<file path="src/rtl/rdma_unpack_if.sv">
// AXI-Stream style beat bundle shared by the RDMA unpack input and output.
// master drives the beat; slave returns the ready.
interface rdma_unpack_if #(
  parameter int STREAM_WB = 64
);
  logic [STREAM_WB*8-1:0] TDATA;
  logic [STREAM_WB-1:0]   TKEEP;
  logic                   TVALID;
  logic                   TLAST;
  logic                   TREADY;

  modport master (
    output TDATA, TKEEP, TVALID, TLAST,
    input  TREADY
  );

  modport slave (
    input  TDATA, TKEEP, TVALID, TLAST,
    output TREADY
  );
endinterface

</file>
<file path="src/rtl/rdma_unpack.sv">
// RDMA unpacker: emits the header as its own beat, then realigns the
// payload so payload byte 0 lands in output byte 0.
module rdma_unpack #(
  parameter int STREAM_WB    = 64,
  parameter int RDMA_HDR_LEN = 51
) (
  input  logic          clk,
  input  logic          resetn,
  rdma_unpack_if.slave  AXIS_RX,
  rdma_unpack_if.master AXIS_TX
);
  localparam int REM = STREAM_WB - RDMA_HDR_LEN;
  localparam int HB  = RDMA_HDR_LEN * 8;
  localparam int RB  = REM * 8;
  localparam int DW  = STREAM_WB * 8;

  typedef enum logic [1:0] {
    INIT,
    HDR,
    DATA,
    FLUSH
  } state_t;

  state_t               state, state_n;
  logic [RB-1:0]        carry_data;
  logic [REM-1:0]       carry_keep;
  logic                 load;
  logic                 rx_hs;
  logic                 hi_zero;
  logic                 rx_ready;
  logic                 tx_valid;
  logic                 tx_last;
  logic [DW-1:0]        tx_data;
  logic [STREAM_WB-1:0] tx_keep;

  assign rx_hs   = AXIS_RX.TVALID & AXIS_TX.TREADY;
  assign hi_zero = AXIS_RX.TKEEP[RDMA_HDR_LEN +: REM] == '0;

  always_ff @(posedge clk or negedge resetn) begin
    if (!resetn) begin
      state      <= INIT;
      carry_data <= '0;
      carry_keep <= '0;
    end else begin
      state <= state_n;
      if (load) begin
        carry_data <= AXIS_RX.TDATA[HB +: RB];
        carry_keep <= AXIS_RX.TKEEP[RDMA_HDR_LEN +: REM];
      end
    end
  end

  always_comb begin
    state_n  = state;
    load     = 1'b0;
    rx_ready = 1'b0;
    tx_valid = 1'b0;
    tx_last  = 1'b0;
    tx_data  = '0;
    tx_keep  = '0;
    unique case (state)
      INIT: begin
        state_n = HDR;
      end
      HDR: begin
        rx_ready = AXIS_TX.TREADY;
        tx_valid = AXIS_RX.TVALID;
        tx_data  = {{RB{1'b0}}, AXIS_RX.TDATA[HB-1:0]};
        tx_keep  = {{REM{1'b0}}, {RDMA_HDR_LEN{1'b1}}};
        tx_last  = AXIS_RX.TVALID & AXIS_RX.TLAST & hi_zero;
        if (rx_hs) begin
          load = 1'b1;
          if (!AXIS_RX.TLAST) state_n = DATA;
          else if (!hi_zero)  state_n = FLUSH;
        end
      end
      DATA: begin
        rx_ready = AXIS_TX.TREADY;
        tx_valid = AXIS_RX.TVALID;
        tx_data  = {AXIS_RX.TDATA[HB-1:0], carry_data};
        tx_keep  = {AXIS_RX.TKEEP[RDMA_HDR_LEN-1:0], carry_keep};
        tx_last  = AXIS_RX.TVALID & AXIS_RX.TLAST & hi_zero;
        if (rx_hs) begin
          load = 1'b1;
          if (AXIS_RX.TLAST) state_n = hi_zero ? HDR : FLUSH;
        end
      end
      FLUSH: begin
        tx_valid = 1'b1;
        tx_data  = {{HB{1'b0}}, carry_data};
        tx_keep  = {{RDMA_HDR_LEN{1'b0}}, carry_keep};
        tx_last  = 1'b1;
        if (AXIS_TX.TREADY) state_n = HDR;
      end
      default: state_n = INIT;
    endcase
    // Idle beats never expose stale data.
    if (!tx_valid) begin
      tx_data = '0;
      tx_keep = '0;
    end
  end

  assign AXIS_RX.TREADY = rx_ready;
  assign AXIS_TX.TVALID = tx_valid;
  assign AXIS_TX.TLAST  = tx_last;
  assign AXIS_TX.TDATA  = tx_data;
  assign AXIS_TX.TKEEP  = tx_keep;
endmodule

</file>
<file path="src/flat_wrapper.sv">
// flat-port wrapper written by rule: the top's interface ports become plain ports
module rdma_unpack_flat 
#(
  parameter int STREAM_WB    = 64,
  parameter int RDMA_HDR_LEN = 51
)
  (clk, resetn, AXIS_RX_TDATA, AXIS_RX_TKEEP, AXIS_RX_TVALID, AXIS_RX_TLAST, AXIS_RX_TREADY, AXIS_TX_TDATA, AXIS_TX_TKEEP, AXIS_TX_TVALID, AXIS_TX_TLAST, AXIS_TX_TREADY);
  rdma_unpack_if #(.STREAM_WB(STREAM_WB)) AXIS_RX_i ();
  rdma_unpack_if #(.STREAM_WB(STREAM_WB)) AXIS_TX_i ();
  input  logic clk;
  input  logic resetn;
  input wire logic [$bits(AXIS_RX_i.TDATA)-1:0] AXIS_RX_TDATA;
  input wire logic [$bits(AXIS_RX_i.TKEEP)-1:0] AXIS_RX_TKEEP;
  input wire logic [$bits(AXIS_RX_i.TVALID)-1:0] AXIS_RX_TVALID;
  input wire logic [$bits(AXIS_RX_i.TLAST)-1:0] AXIS_RX_TLAST;
  output wire logic [$bits(AXIS_RX_i.TREADY)-1:0] AXIS_RX_TREADY;
  output wire logic [$bits(AXIS_TX_i.TDATA)-1:0] AXIS_TX_TDATA;
  output wire logic [$bits(AXIS_TX_i.TKEEP)-1:0] AXIS_TX_TKEEP;
  output wire logic [$bits(AXIS_TX_i.TVALID)-1:0] AXIS_TX_TVALID;
  output wire logic [$bits(AXIS_TX_i.TLAST)-1:0] AXIS_TX_TLAST;
  input wire logic [$bits(AXIS_TX_i.TREADY)-1:0] AXIS_TX_TREADY;
  assign AXIS_RX_i.TDATA = AXIS_RX_TDATA;
  assign AXIS_RX_i.TKEEP = AXIS_RX_TKEEP;
  assign AXIS_RX_i.TVALID = AXIS_RX_TVALID;
  assign AXIS_RX_i.TLAST = AXIS_RX_TLAST;
  assign AXIS_RX_TREADY = AXIS_RX_i.TREADY;
  assign AXIS_TX_TDATA = AXIS_TX_i.TDATA;
  assign AXIS_TX_TKEEP = AXIS_TX_i.TKEEP;
  assign AXIS_TX_TVALID = AXIS_TX_i.TVALID;
  assign AXIS_TX_TLAST = AXIS_TX_i.TLAST;
  assign AXIS_TX_i.TREADY = AXIS_TX_TREADY;
  rdma_unpack #(.STREAM_WB(STREAM_WB), .RDMA_HDR_LEN(RDMA_HDR_LEN)) u_core (.clk(clk), .resetn(resetn), .AXIS_RX(AXIS_RX_i), .AXIS_TX(AXIS_TX_i));
endmodule
</file>
<file path="config.mk">
export PLATFORM = sky130hd
export DESIGN_NAME = rdma_unpack_flat
export DESIGN_NICKNAME = d
export VERILOG_FILES = /design/src/rtl/rdma_unpack_if.sv /design/src/rtl/rdma_unpack.sv /design/src/flat_wrapper.sv
export SDC_FILE = /design/constraint.sdc
export NUM_CORES = 1
export LEC_CHECK = 0
export ABC_AREA = 1
export CAP_MARGIN = 5
export CORE_AREA = 2 2 447 449
export DETAILED_ROUTE_END_ITERATION = 16
export DIE_AREA = 0 0 449 451
export GPL_TIMING_DRIVEN = 0
export REMOVE_ABC_BUFFERS = 1
export SLEW_MARGIN = 10
export SYNTH_ARGS = -nofsm -noshare
export SYNTH_HDL_FRONTEND = slang
export SYNTH_SLANG_ARGS = --single-unit
</file>
<file path="constraint.sdc">
create_clock -name clk -period 3.51 [get_ports clk]
set_input_delay 0.702 -clock clk [delete_from_list [all_inputs] [get_ports clk]]
set_output_delay 0.702 -clock clk [all_outputs]
set_load 0.02 [all_outputs]
</file>
Word level (Yosys, flattened, before mapping)
Cells that the tools add are included.
- input port bits: 581
- ROM bits: 0
- bits in registers: 119
- memories kept: 0
- memory bits (writable): 0
- bits in latches: 0
- output and inout port bits: 579
- logic and storage cells: 35
- bitwise operators: 3
- $mul: 0
- div/mod/pow operators: 0
- equality and inequality tests: 8
- shift-type cells: 0
- mux-type cells: 17
- order comparisons: 0
- reduce and logical (&&, ||, !) cells: 4
- add/subtract/negate cells: 0
- operator list (cell ; count):
    $pmux W512 S3 ; 1
    $mux W512 ; 1
    $pmux W64 S3 ; 1
    $mux W64 ; 1
    $mux W2 ; 7
    $logic_not A13 Y1 ; 1
    $pmux W2 S4 ; 1
    $reduce_and A5 Y1 ; 1
    $eq A2 B2 Y1 const B ; 2
    $ne A2 B1 Y1 const B ; 2
    $ne A2 B2 Y1 const B ; 2
    $pmux W1 S2 ; 2
    $and A1 B1 Y1 ; 3
    $mux W1 ; 3
    $ne A3 B3 Y1 const B ; 1
    $eq A2 B1 Y1 const B ; 1
    $logic_not A2 Y1 ; 1
    $reduce_or A2 Y1 ; 1

Longest topological paths before layout
Gate-level depths: netlist (run 1).
- word-level depth: 5
- gate-level depth with buffers: 12
- gate-level depth less buffers: 8

Worst setup path before layout (run 1)
No wires, ideal clock.
- path kind: register to output
- start: register u_core.state[1]
- end: output AXIS_TX_TDATA[407]
- path buffers: 5
- stages on the path, launching flop included: 12
- arrival time: 2426 ps
- slack: 382 ps
- data required time: 2808 ps
- cell sequence: dfrtp_1 > buf_2 > clkinv_1 > clkbuf_1 > ha_1 > nand2_1 > a21oi_2 > buf_4 > nand2_1 > buf_6 > buf_2 > o21ai_0
- cells in the longest elaborated chain, start to end: 4
- elaborated cells on any way between the ends: 7
- those cells by class: eq/ne: 3; mux: 3; reduce/logical: 1
- RTL lines (item ; RTL line ; RTL):
    from (decl) ; rdma_unpack.sv:24 ; state_t state, state_n;
    from (signal assigned) ; rdma_unpack.sv:45 ; state <= state_n;
    $eq A2 B1 Y1 / $eq A2 B2 Y1 (equally long branches) ; rdma_unpack.sv:61 ; unique case (state)
    $reduce_or A2 Y1 (no line) ; n/a ;
    $pmux W1 S2 ; rdma_unpack.sv:61 ;
    $mux W512 (*) ; rdma_unpack.sv:98 ; if (!tx_valid) begin
    to (decl) ; flat_wrapper.sv:17 ; output wire logic [$bits(AXIS_TX_i.TDATA)-1:0] AXIS_TX_TDATA;
Mark *: on every way between the ends. The rest lies on a longest branch, timed or not.

Final worst setup path (run 1)
- start: register u_core.state[1]
- end: output AXIS_TX_TDATA[109]
Same word-level chain as after synthesis.

==> impl_results.md, run 1 <==
* PnR worst setup slack at -0.471 ns
* Gr busiest metal: met2
* Clock share of power at between 10 and 15%
* Synth cell types at 22
* Final-report hold violation count at 0
* Detailed placement HPWL at 180,000 um
* Row count at 164
* Total die area at ~200,000 um2
* R2r setup slk at around 1.3 ns
* GR Layer Usage met3 at under 10%
* Syn_area_per_cell at about 7.1 um2
* Fin nets at 3,372
* Area Growth Syn to Fin at 168%
* Grt ovf at 0
* Pwr Total at 20.2 mW
* Comb power frac at slightly below 80%
* IO Port Bufs at about 1,200
* Most common cell after layout, fill and taps aside: clkdlybuf4s50_1
* Clk sink count at between 100 and 150
* First-pass GRT wire length at 248,000 um
* Final worst-path cycle share at 113%
* Max Cap Viol at 0
* Synth Area in Compound Gates at 29.0%
* Core ar. at between 150,000 and 200,000 um2
* Area leader, netlist: dfrtp_1
* Fillers at between 20,000 and 25,000
* Most frequent cells in the layout: clkdlybuf4s50_1 (600), inv_1 (414), dlygate4sd2_1 (221)
* Final Critical Period at about 4 ns
* VDD IR-drop max at roughly 0.00047 V
* Multiplexer share of the synthesized area at 11.7%
* Hold crit path type: reg2reg
* Post-route cell area at roughly 30,000 um2
* Worst setup path class: reg2out
* Mapped Area at 11,300 um2
* Vias in the first global route at approximately 18,000
* CP max FO at 67
* Clk_skew at ~0.017 ns
* Ys Warns at 0
* Drc violations at 0
* Post-synthesis xor/xnor area fraction at 0%
* CP Launch Type: flip-flop
* Slew Limit Headroom at a little over half
* Worst slew pin tran at 0.685 ns
* Die Ht at between 400 and 500 um
* Internal power at between 9 and 10 mW
* Post-synthesis sequential area ratio at approximately a quarter
* Area share of the largest cell type after synthesis at around a quarter
* Mapped Cells at around 1,600
* #FFs+latches synth at approximately 120
* DR vias/cell at around 3.4
* M2 GR Usage at between 30% and 40%
* Layout cells sized above 1 at just over 30%
* Final WL at around 220,000 um
* Status: finished, violations left
* Largest cells by area after synthesis: dfrtp_1 (26%), inv_1 (14%), mux2_2 (12%), o22ai_1 (11%), o22ai_2 (11%)
* Gpl congestion at 1.02
* RSZ-0062 raised after global routing: yes
* Number of top-level pins at about 1,200
* Sw frac at 54.6%
* Clk_lat worst skew at 0.55 ns
* Fmax at 0.251 GHz
* Inserted Clock Buffers at 17
* CTS H-tree lvls at 4
* Worst-path clk slew at 0.07 ns
* Clock root buffer: clkbuf_16
* Largest family of logic cells by synthesized area: compound AO/OA/AOI/OAI gates
* Critical Path Sink Type: output port
* DP Area at 26,300 um2
* Simple-Gate Fraction of Synth Area at roughly an eighth
* Adder-Cell Fraction of Synth Area at less than 1%
* Slew Limit Fails at 0
* Largest net degree at the start of global routing at 70
* Setup violations, final at between 500 and 600
* Initial Utilization at under 10%
* DRT iter0 DRCs at between 1,500 and 2,000
* CTS tree: built
* Vias after detailed routing at around 19,000
* Data required, critical path at 2.81 ns
* Routed WL per cell at just under 40 um
* Failing checks: setup timing
* Sequential Power Share at around 12%
* Lkg Pwr at 14.0 nW
* Final core utilization at 15.3%
* Met1 Track Usage GR at between 20 and 25%
* Initial antenna violation count at 135
* Arr. time, crit path at about 3.3 ns
* DRT antenna net count at 0
* Die W at roughly 450 um
* Sw power at around 11 mW
* DRT Pass-1 Iters at 5
* Power Density at about 670 nW/um2
* CTS Buffer Depth at 2
* Gr usage total at 20.0%
-- metrics by stage --
stage | TNS [ns] | setup WS [ns] | std cells | hold WS [ns]
finish | -139.82 | -0.471 | 5495 | 0.504
CTS | -263.41 | -0.576 | 5383 | 0.508
global placement | - | -41.97 | 5255 | 0.488
detailed placement | -1364.55 | -3.75 | 5285 | 0.493
global route | -211.12 | -0.543 | 5484 | 0.512
floorplan | -8318.30 | -15.20 | 1440 | 0.406
-- path summary, 6_finish.rpt --
path / startpoint / to / cells after the start
max in group asynchronous: resetn / u_core.carry_data[78]$_DFFE_PN0P_ / 3
hold / removal: u_core.carry_data[39]$_DFFE_PN0P_ / u_core.carry_data[39]$_DFFE_PN0P_ / 1
min in group asynchronous: resetn / u_core.carry_data[58]$_DFFE_PN0P_ / 2
setup reg to reg: u_core.state[1]$_DFFE_PN0P_ / u_core.carry_data[63]$_DFFE_PN0P_ / 7
setup / recovery: u_core.state[1]$_DFFE_PN0P_ / AXIS_TX_TDATA[109] / 11
hold reg to reg: u_core.carry_data[39]$_DFFE_PN0P_ / u_core.carry_data[39]$_DFFE_PN0P_ / 1
-- cells in the mapped netlist --
master    instances
buf_1             2
o21ai_1           1
mux2_2          117
nand4_1           1
a21oi_1          39
dfrtp_1         119
buf_2            58
nand3_1         106
buf_6            13
nor2_1          194
o22ai_1         202
clkbuf_1         69
nand3b_1          1
o22ai_2         101
nand2_1          28
buf_4             1
ha_1              4
inv_1           416
clkinv_1          1
a21oi_2           1
nor3_1            2
o21ai_0         107
-- what timing repair did --
item	4_1_cts	5_1_grt
buffers inserted	37	43
resized for setup	1629	713
endpoints found under the hold margin	22	0
gates cloned	28	30
hold buffers	1	0
endpoints found under the setup margin	684	578
pin swaps	15	11
-- layout make-up --
| type | count | area, um2 | area share, % |
|---|---|---|---|
| Multi-Input combinational cell | 907 | 7380 | 24.4 |
| Clock buffer | 20 | 457 | 1.51 |
| Timing Repair Buffer | 1323 | 14300 | 47.2 |
| Clock inverter | 12 | 119 | 0.393 |
| Inverter | 417 | 1600 | 5.27 |
| Sequential cell | 119 | 2980 | 9.85 |
| Timing Repair inverter | 2 | 32.5 | 0.107 |
| Tap cell | 2656 | 3320 | 11.0 |
| Antenna cell | 39 | 97.6 | 0.322 |
-- worst max-delay path, cell delays in order, from the launching register on --
cell and delay, ns:
dfrtp_4 0.45, buf_16 0.14, clkinv_16 0.06, ha_4 0.27
nand2_4 0.06, a21oi_4 0.23, buf_12 0.15, nand2_8 0.08
buf_16 0.19, buf_16 0.20, o22ai_2 0.42, dlygate4sd2_1 0.39
-- logic make-up after synthesis --
kind of cell,Yosys count
flops,119
simple gates,332
compound gates,451
buf+inv,560
mux,117
fa+ha+maj,4
-- sequential cells by signal (all words and copies together) (netlist names) --
register	flops
u_core.state	2
u_core.carry_keep	13
u_core.carry_data	104
-- per-layer routing --
layer,wire [um],vias up
met5,476,-
met4,11200,20
met3,22900,363
met2,108000,1243
met1,75900,9409
li1,-,7732
-- power by group through the flow --
stage                     clock (mW)  sequential (mW)  combinational (mW)
after global placement             0             2.71                10.8
after global routing            2.17             2.58                16.2
after CTS                       2.18             2.48                14.4
final                           2.04             2.51                15.7
after detailed placement           0             2.57                13.1
after floorplan                    0             2.42                4.91
Power figures use the tool's default switching activity.
==> inputs of run 2 (changes only) <==
--- a/config.mk
+++ b/config.mk
@@ -7,9 +7,10 @@
 export LEC_CHECK = 0
 export ABC_AREA = 1
 export CAP_MARGIN = 5
-export CORE_AREA = 2 2 447 449
+export CORE_AREA = 2 2 452 454
 export DETAILED_ROUTE_END_ITERATION = 16
-export DIE_AREA = 0 0 449 451
+export DIE_AREA = 0 0 454 456
+export DONT_BUFFER_PORTS = 1
 export GPL_TIMING_DRIVEN = 0
 export REMOVE_ABC_BUFFERS = 1
 export SLEW_MARGIN = 10
==> impl_results.md, run 2 (same netlist as run 1, synthesis figures left out) <==
* Most frequent cells in the layout: inv_1 (414), o22ai_4 (287), nor2_4 (164)
* Clk_skew at 0.0241 ns (+0.00753 ns)
* Cell total after placement at 4,136 (-22%)
* CTS tree: built
* Top reg by flops: u_core.carry_data
* Power Density at 840 nW/um2 (+26%)
* Clock root buffer: clkbuf_16
* Final WL at 221,000 um (+1.3%)
* Max Cap Viol at 0 (unchanged)
* VDD IR-drop max at 0.000413 V (-13%)
* CP Launch Type: flip-flop
* Row count at 165 (+0.61%)
* Largest register FFs at 104 (unchanged)
* Placement Setup Slack at -2.79 ns (+0.959 ns)
* Worst slew pin tran at 1.15 ns (+0.462 ns)
* Failing checks: setup timing
* CP max FO at 6 (-91%)
* First-pass GRT wire length at 239,000 um (-3.7%)
* Drc violations at 0 (unchanged)
* Initial antenna violation count at 148 (+9.6%)
* Core ar. at 202,000 um2 (+1.8%)
* Inserted Clock Buffers at 17 (unchanged)
* IO Port Bufs at 0 (-100%)
* Setup violations, final at 463 (-16%)
* Most common cell after layout, fill and taps aside: inv_1
* R2r setup slk at 0.95 ns (-0.31 ns)
* Total die area at 207,000 um2 (+2.2%)
* CTS Buffer Depth at 2 (unchanged)
* Worst setup path class: reg2out
* Pwr Total at 22.4 mW (+11%)
* Initial Utilization at 5.59% (-0.098 points)
* Final-report hold violation count at 0 (unchanged)
* Hold crit path type: in2async
* Status: finished, violations left
* Setup_tns at -67.83 ns (+71.99 ns)
* R2R depth at 6 (-1)
* Fmax at 0.261 GHz (+3.9%)
* Vias in the first global route at 14,200 (-20%)
* Hold slack at 0.0371 ns (-0.467 ns)
* Slew Limit Fails at 0 (unchanged)
* Worst-path clk slew at 0.09 ns (+0.02 ns)
* Final worst-path cycle share at 109% (-4.2 points)
* DRT antenna net count at 0 (unchanged)
* Layout cells sized above 1 at 60.9% (+30 points)
* Gr usage total at 19.3% (-0.69 points)
* Final Critical Period at 3.83 ns (-0.148 ns)
* DRT iter0 DRCs at 2,014 (+16%)
* Die Ht at 456 um (+1.1%)
* DR vias/cell at 3.65 (+6.7%)
* Final Non-Filler Cells at 4,576 (-17%)
* Largest net degree at the start of global routing at 120 (+71%)
* PnR worst setup slack at -0.323 ns (+0.148 ns)
* Number of top-level pins at 1,160 (unchanged)
* Clk_lat worst skew at 0.54 ns (about the same)
* Lkg Pwr at 9.42 nW (-33%)
* Detailed placement HPWL at 175,000 um (-3.1%)
* Grt ovf at 0 (unchanged)
* Data required, critical path at 2.81 ns (about the same)
* Fin nets at 2,414 (-28%)
* Clk sink count at 119 (unchanged)
* Gpl congestion at 1.36 (+33%)
* Worst R2R Start: u_core.state[1]$_DFFE_PN0P_
* RSZ-0062 raised after global routing: yes
* Critical Path Sink Type: output port
* Die W at 454 um (+1.1%)
* Vias after detailed routing at 16,700 (-11%)
* Area Growth Syn to Fin at 136%
* CTS H-tree lvls at 4 (unchanged)
* Largest regs: u_core.carry_data x104, u_core.carry_keep x13, u_core.state x2
* Slew Limit Headroom at 23.5% (-31 points)
* FF-to-FF End: u_core.carry_data[13]$_DFFE_PN0P_
* Arr. time, crit path at 3.13 ns (-0.15 ns)
* DRT Pass-1 Iters at 6 (+1)
* Routed WL per cell at 48.4 um (+22%)
[run 2: cell count changes in the layout (fill, tap and decap cells not counted), moves of 53 or more]
cell / delta
buf_6: -53
clkdlybuf4s50_1: -600
dlygate4sd2_1: -221
nor2_1: -151
nor2_4: +152
o21ai_4: +79
o22ai_1: -124
o22ai_2: -113
o22ai_4: +237
[run 2: per-stage QoR]
| step | instance area (um2) | utilization, % |
|---|---|---|
| 6_report | 26600 | 13.2 |
| 2_1_floorplan | 10600 | - |
| 3_5_place_dp | 14800 | 7.34 |
| 4_1_cts | 21000 | 10.4 |
| 3_3_place_gp | 13900 | 6.90 |
| 5_1_grt | 26600 | 13.2 |
[run 2: what timing repair did]
action / 4_1_cts / 5_1_grt
gates resized for setup: 645 / 643
hold buffers: 1 / 0
pin swaps: 39 / 129
buffers inserted: 77 / 180
hold endpoints to repair: 119 / 0
cloned: 59 / 42
setup endpoints to repair: 674 / 575
[run 2: worst max-delay path by stage]
stage | startpoint | endpoint | slack (ns) | depth (start not counted)
after floorplan | u_core.state[1]$_DFFE_PN0P_ | AXIS_TX_TDATA[407] | -15.20 | 6
after global placement | u_core.state[1]$_DFFE_PN0P_ | AXIS_TX_TDATA[47] | -36.23 | 6
after detailed placement | u_core.state[1]$_DFFE_PN0P_ | AXIS_TX_TDATA[240] | -2.79 | 9
after CTS | u_core.state[1]$_DFFE_PN0P_ | AXIS_TX_TDATA[87] | -0.37 | 11
after global routing | u_core.state[1]$_DFFE_PN0P_ | AXIS_TX_TDATA[58] | -0.38 | 9
final | u_core.state[1]$_DFFE_PN0P_ | AXIS_TX_TDATA[8] | -0.32 | 14
[run 2: critical path, cell delays in order, from the launching register on]
cell,delay [ns]
dfrtp_4,0.56
clkinv_16,0.07
ha_4,0.28
nand2_4,0.06
a21oi_4,0.19
buf_8,0.15
buf_6,0.10
buf_6,0.11
buf_12,0.12
buf_16,0.16
buf_12,0.13
buf_12,0.11
buf_12,0.15
nand3_1,0.17
o21ai_4,0.18
[run 2: area by class of cell]
type	count	area [um2]
Fill cell	22400	175000
Inverter	417	1600
Tap cell	2672	3340
Timing Repair inverter	2	32.5
Multi-Input combinational cell	910	12100
Clock inverter	15	154
Timing Repair Buffer	362	5820
Sequential cell	119	2980
Antenna cell	62	155
Clock buffer	17	425
[run 2: where the power goes]
part	internal, mW	leakage (nW)	switching, mW
Clock	1.00	0.282	1.09
Combinational	6.14	7.73	11.6
Sequential	2.08	1.41	0.495
[run 2: per-layer routing]
metal	up-vias	track usage (%)	share of wire, %
met4	72	10.3	7.1
met2	1855	31.0	45
met3	642	15.8	17
met1	8220	16.7	30
li1	5891	-	-
met5	-	2.03	0.50
